--- config.mk ---
export PLATFORM = sky130hd
export DESIGN_NAME = shift_arb_seq
export DESIGN_NICKNAME = d
export VERILOG_FILES = /design/src/rtl/shift_arb_seq.sv
export SDC_FILE = /design/constraint.sdc
export NUM_CORES = 1
export LEC_CHECK = 0
export CAP_MARGIN = 10
export CORE_ASPECT_RATIO = 0.75
export CORE_UTILIZATION = 60
export CTS_CLUSTER_SIZE = 30
export DETAILED_ROUTE_END_ITERATION = 8
export DONT_BUFFER_PORTS = 1
export PLACE_DENSITY = 0.87
export SYNTH_ARGS = -nofsm -noshare
export SYNTH_HDL_FRONTEND = slang
export SYNTH_SLANG_ARGS = --single-unit
--- constraint.sdc ---
create_clock -name clk -period 6.8 [get_ports clk]
set_input_delay 2.04 -clock clk [delete_from_list [all_inputs] [get_ports clk]]
set_output_delay 2.04 -clock clk [all_outputs]
set_load 0.05 [all_outputs]
--- src/rtl/shift_arb_seq.sv ---
// Round-robin arbiter for two requesters feeding one 16-bit barrel shifter that runs in 4 fixed stages.
// Response is valid 5 cycles after accept and is held in DONE until rsp_rdy; nothing new is accepted meanwhile.
module shift_arb_seq (
  input  logic        clk,
  input  logic        rst_n,
  input  logic        req0_vld,
  input  logic [15:0] req0_in,
  input  logic [3:0]  req0_cnt,
  input  logic [1:0]  req0_op,
  input  logic        req1_vld,
  input  logic [15:0] req1_in,
  input  logic [3:0]  req1_cnt,
  input  logic [1:0]  req1_op,
  output logic        req0_rdy,
  output logic        req1_rdy,
  output logic        rsp_vld,
  output logic [15:0] rsp_data,
  output logic        rsp_id,
  input  logic        rsp_rdy,
  output logic        busy
);

  typedef enum logic [1:0] {
    IDLE  = 2'd0,
    SHIFT = 2'd1,
    DONE  = 2'd2
  } state_t;

  localparam logic [1:0] OP_SLL = 2'b00;
  localparam logic [1:0] OP_ROR = 2'b01;
  localparam logic [1:0] OP_SRA = 2'b10;
  localparam logic [1:0] OP_SRL = 2'b11;

  state_t      state_q, state_d;
  logic        last_q, last_d;
  logic [1:0]  stage_q, stage_d;
  logic [15:0] work_q, work_d;
  logic [3:0]  cnt_q, cnt_d;
  logic [1:0]  op_q, op_d;
  logic        id_q, id_d;

  logic gnt0;
  logic gnt1;
  logic accept;

  // One stage of the log shifter: shift by 2^k in the captured direction.
  function automatic logic [15:0] shift_step(
    input logic [15:0] v,
    input logic [1:0]  op,
    input logic [1:0]  k
  );
    logic [3:0]  amt;
    logic [31:0] rot;
    logic [15:0] res;
    amt = 4'd1 << k;
    rot = {v, v} >> amt;
    case (op)
      OP_SLL:  res = v << amt;
      OP_ROR:  res = rot[15:0];
      OP_SRA:  res = $signed(v) >>> amt;
      OP_SRL:  res = v >> amt;
      default: res = v;
    endcase
    return res;
  endfunction

  // last_q=1 means req1 won last, so req0 takes the next tie.
  always_comb begin
    gnt0   = req0_vld && (!req1_vld || last_q);
    gnt1   = req1_vld && (!req0_vld || !last_q);
    accept = (state_q == IDLE) && (gnt0 || gnt1);
  end

  always_ff @(posedge clk or negedge rst_n) begin
    if (!rst_n) begin
      state_q <= IDLE;
      last_q  <= 1'b1;
      stage_q <= 2'd0;
      work_q  <= 16'h0000;
      cnt_q   <= 4'd0;
      op_q    <= 2'd0;
      id_q    <= 1'b0;
    end else begin
      state_q <= state_d;
      last_q  <= last_d;
      stage_q <= stage_d;
      work_q  <= work_d;
      cnt_q   <= cnt_d;
      op_q    <= op_d;
      id_q    <= id_d;
    end
  end

  always_comb begin
    state_d = state_q;
    case (state_q)
      IDLE:    if (accept) state_d = SHIFT;
      SHIFT:   if (stage_q == 2'd3) state_d = DONE;
      DONE:    if (rsp_rdy) state_d = IDLE;
      default: state_d = IDLE;
    endcase
  end

  always_comb begin
    last_d  = last_q;
    stage_d = stage_q;
    work_d  = work_q;
    cnt_d   = cnt_q;
    op_d    = op_q;
    id_d    = id_q;
    if (accept) begin
      last_d  = gnt1;
      stage_d = 2'd0;
      work_d  = gnt1 ? req1_in  : req0_in;
      cnt_d   = gnt1 ? req1_cnt : req0_cnt;
      op_d    = gnt1 ? req1_op  : req0_op;
      id_d    = gnt1;
    end else if (state_q == SHIFT) begin
      stage_d = stage_q + 2'd1;
      if (cnt_q[stage_q]) begin
        work_d = shift_step(work_q, op_q, stage_q);
      end
    end
  end

  // rdy is also gated by rst_n so it stays low while reset is asserted.
  always_comb begin
    busy     = (state_q != IDLE);
    rsp_vld  = (state_q == DONE);
    rsp_data = rsp_vld ? work_q : 16'h0000;
    rsp_id   = rsp_vld ? id_q : 1'b0;
    req0_rdy = rst_n && (state_q == IDLE) && gnt0;
    req1_rdy = rst_n && (state_q == IDLE) && gnt1;
  end

endmodule

Word-level counts from Yosys, hierarchy flattened
Cells that the tools add are included.
{ "totals": {"reg_bits": 28, "wordCells": 59, "inputBits": 49} }
{ "op_classes": {"shift": 5, "n_addsub": 1, "muxes": 17, "order_cmp": 1, "eq_ne": 9, "n_reduce_logical": 19} }
{ "op_table": {"columns": ["op", "count"], "rows": [
  ["16-bit 2-to-1 mux", 5],
  ["16-bit one-hot mux with 4 select lines", 1],
  ["32-bit by 4-bit >> shifter with 16-bit output", 1],
  ["16-bit by 4-bit left shift with 16-bit output", 1],
  ["16-bit by 4-bit >> shifter with 16-bit output", 1],
  ["16-bit by 4-bit >>> shifter with 16-bit output", 1],
  ["2-bit 2-to-1 mux", 6],
  ["2-bit == test, second input constant", 4],
  ["1-bit logical AND", 6],
  ["2-bit one-hot mux with 3 select lines", 1],
  ["2-bit nonzero test", 3],
  ["2-bit by 1-bit == test with 1-bit output, second input constant", 2],
  ["2-bit zero test", 2],
  ["4-bit 2-to-1 mux", 1],
  ["2-bit != test, second input constant", 2],
  ["1-bit by 2-bit left shift with 4-bit output, first input constant", 1],
  ["1-bit zero test", 3],
  ["1-bit logical OR", 3],
  ["2-bit by 3-bit < comparator with 1-bit output, second input constant", 1],
  ["3-bit AND reduction", 1],
  ["2-bit by 1-bit adder with 2-bit output, second input constant", 1],
  ["1-bit binary-select mux with 2-bit select", 1],
  ["1-bit 2-to-1 mux", 2],
  ["2-bit by 1-bit != test with 1-bit output, second input constant", 1],
  ["2-bit AND reduction", 1]
]} }

Longest topological paths before layout
{ "logic_depth": {"depth_word": 7, "ltp_mapped": 11, "depth_no_buf": 8} }

Worst setup path before layout
No wires, ideal clock.
{ "synth_path": {"path_type": "input-to-output", "startpoint": "input port req1_vld", "endpoint": "output port req1_rdy", "t_arrival_ns": 3.057, "t_required_ns": 4.760, "cell_stages": 4, "setup_slack_ns": 1.703, "n_path_buf": 1, "cell_sequence": "inv_1 a21oi_1 clkbuf_1 and3_1"} }
{ "synth_between": {"elab_chain_len": 2} }
{ "synth_rtl": {"columns": ["element", "line_no", "text"], "rows": [
  ["start: declaration", "10", "input logic req1_vld,"],
  ["1-bit logical AND", "70", "gnt1 = req1_vld && (!req0_vld || !last_q);"],
  ["1-bit logical AND", "133", "req1_rdy = rst_n && (state_q == IDLE) && gnt1;"],
  ["end: declaration", "15", "output logic req1_rdy,"]
]} }
Every way passes these cells.

Worst setup path in the final report
Same ends and word-level chain as after synthesis.

==> impl_metrics.env <==
export IMPL_status="finished, final reports clean"
export IMPL_die_h_um=71.2
export IMPL_routedWlPerCell_um=23.7
export IMPL_wl_met1_um=5170
export IMPL_routed_wl_met2_um=5140
export IMPL_grt_max_degree=59
export IMPL_arrival_ns=2.73
export IMPL_tightest_slew_ns=1.14
export IMPL_place_congestion=1.03
export IMPL_endpoint_kind="primary output"
export IMPL_die_width_um=94.2
export IMPL_cts_tree="done"
export IMPL_start_util=0.641
export IMPL_grt_pass1_vias=3403
export IMPL_grt_pass1_wl_um=18800
export IMPL_period_minus_slack_ns=4.77
export IMPL_finalNetCount=497
export IMPL_fin_worst_skew_ns=0.00313
export IMPL_multi_input_area_mm2=0.00286
export IMPL_synth_top_cell_by_area="dfrtp_1"
export IMPL_diodes=0
export IMPL_wl_um=12300
export IMPL_drc_errors=0
export IMPL_regArea_um2=702
export IMPL_insertion_delay_ns=0.29
export IMPL_synth_edff_count=0
export IMPL_syn_cell_area_mm2=0.00383
export IMPL_h_tree_depth=1
export IMPL_hold_violations=0
export IMPL_ys_async_sr_fraction=1.00
export IMPL_io_pins=70
export IMPL_synth_flop_cell="dfrtp_1"
export IMPL_rsz0062_at_grt="false"
export IMPL_postRouteAntennaNets=0
export IMPL_first_pass_iters=5
export IMPL_clkSinkCount=28
export IMPL_syn_avg_cell_area_um2=7.89
export IMPL_routed_wl_met3_um=1680
export IMPL_finalSetupTns_ns=0
export IMPL_path_class="input port to primary output"
export IMPL_hpwlAfterDp_um=8530
export IMPL_synthCells=485
export IMPL_core_mm2=0.00598
export IMPL_syn_nets=539
export IMPL_top_layer="met4"
export IMPL_r2r_end="work_q[10]"
export IMPL_min_to="id_q"
export IMPL_area_delta_synth_final_pct=-0.523
export IMPL_maxSlewHeadroom=0.238
export IMPL_numCtsBuffers=3
export IMPL_drive_gt1_frac=0.154
export IMPL_synth_cell_type_count=55
export IMPL_fin_crit_sh=0.701
export IMPL_rows=24
export IMPL_via_per_inst=7.51
export IMPL_post_cts_resized=0
export IMPL_antenna_found_initial=0
export IMPL_vias=3906
export IMPL_start_kind="input port"
export IMPL_regToRegSetupSlack_ns=3.19
export IMPL_clk_pin_slew_ns=0.11
export IMPL_hp_start="id_q"
export IMPL_drt_iter0_drc=681
export IMPL_grtUsageTotal=0.369
export IMPL_r2r_cells=9
export IMPL_fill_cells=521
export IMPL_timing_hold_ws_ns=0.485
export IMPL_port_buffers=0
export IMPL_max_cap_viol_count=0
export IMPL_setup_viol=0
export IMPL_ys_warn_count=0
export IMPL_most_common_layout_cells="nand2_1, mux2i_1, nor2_1"
export IMPL_report_final_slew_viol_count=0
export IMPL_min_path_type="flop to flop"
export IMPL_overflow=0
export IMPL_critical_path_max_fanout=6
export IMPL_die_area_mm2=0.00671
export IMPL_yosys_area_top_type_share=0.176
export IMPL_clock_fmax_mhz=210
export IMPL_ys_seq_area_frac=0.183
export IMPL_r2r_start="stage_q[1]"
export IMPL_critical_path_required_ns=4.76
export IMPL_min_delay_path_depth=2
export IMPL_layout_commonest_cell="nand2_1"
export IMPL_root_buffer="clkbuf_8"
export IMPL_postCtsHoldBufs=0
export IMPL_yosys_register_bits=28
export IMPL_cts_path_max_buffers=2
export IMPL_post_cts_buffers=0
export IMPL_synth_area_leaders="dfrtp_1, mux4_2, mux2i_1, mux2_2, nand2_1"
cells in the mapped netlist (all sizes together), types with 14 or more instances:
| master | n |
|---|---|
| nand2 | 78 |
| clkbuf | 33 |
| mux2i | 33 |
| nor2 | 29 |
| a21oi | 28 |
| dfrtp | 27 |
| mux2 | 27 |
| a31oi | 22 |
| buf | 21 |
| o21ai | 21 |
| and2 | 19 |
| mux4 | 19 |
| nand3 | 14 |
metrics by stage:
stage / cells / setup WS (ns) / area [um^2] / util
floorplan: 485 / 1.70 / 3830 / -
global placement: 516 / 2.07 / 3740 / 0.625
detailed placement: 516 / 2.05 / 3740 / 0.625
CTS: 520 / 2.05 / 3810 / 0.637
global route: 520 / 2.03 / 3810 / 0.637
finish: 520 / 2.03 / 3810 / 0.637
worst max-delay path by stage:
stage,from,endpoint,slack (ns),depth (start not counted)
after CTS,req1_vld,req1_rdy,2.05,3
after global placement,req1_vld,req1_rdy,2.07,3
final,req1_vld,req1_rdy,2.03,3
after detailed placement,req1_vld,req1_rdy,2.05,3
after global routing,req1_vld,req1_rdy,2.03,3
after floorplan,req1_vld,req1_rdy,1.70,4
routing by layer:
metal  up-vias  GRT usage
met4         0     0.0530
li1       1706          -
met3        40     0.0925
met5         -          0
met1      1849      0.573
met2       311      0.522
final cells by class:
type | count | area share
repair buffers | 7 | 0.0138
clock buffers | 3 | 0.0108
inverters | 7 | 0.00690
clock inverters | 1 | 0.00788
well taps | 78 | 0.0256
flip-flops and latches | 28 | 0.184
multi-input cells | 396 | 0.751
flip-flops by register name (all words and copies together), names as in the netlist:
signal,cells
id_q,1
work_q,16
cnt_q,4
stage_q,2
last_q,1
op_q,2
state_q,2
critical path: stages:
cell and delay [ns]:
inv_1 0.03, a21oi_1 0.16, and3_1 0.50
logic make-up (layout without fill, tap and decap cells):
kind of cell | Yosys count | in the layout | share of synthesized area
multiplexers | 79 | 79 | 0.278
buffers and inverters | 61 | 18 | 0.0719
flip-flops | 28 | 28 | 0.183
adder cells (fa/ha/maj) | 5 | 5 | 0.0163
AO/OA/AOI/OAI | 129 | 129 | 0.224
AND/OR/NAND/NOR | 183 | 183 | 0.226
Power is left out: the tool's default activity adds up to more than one toggle a clock period on the data nets, which glitch-free logic cannot reach.
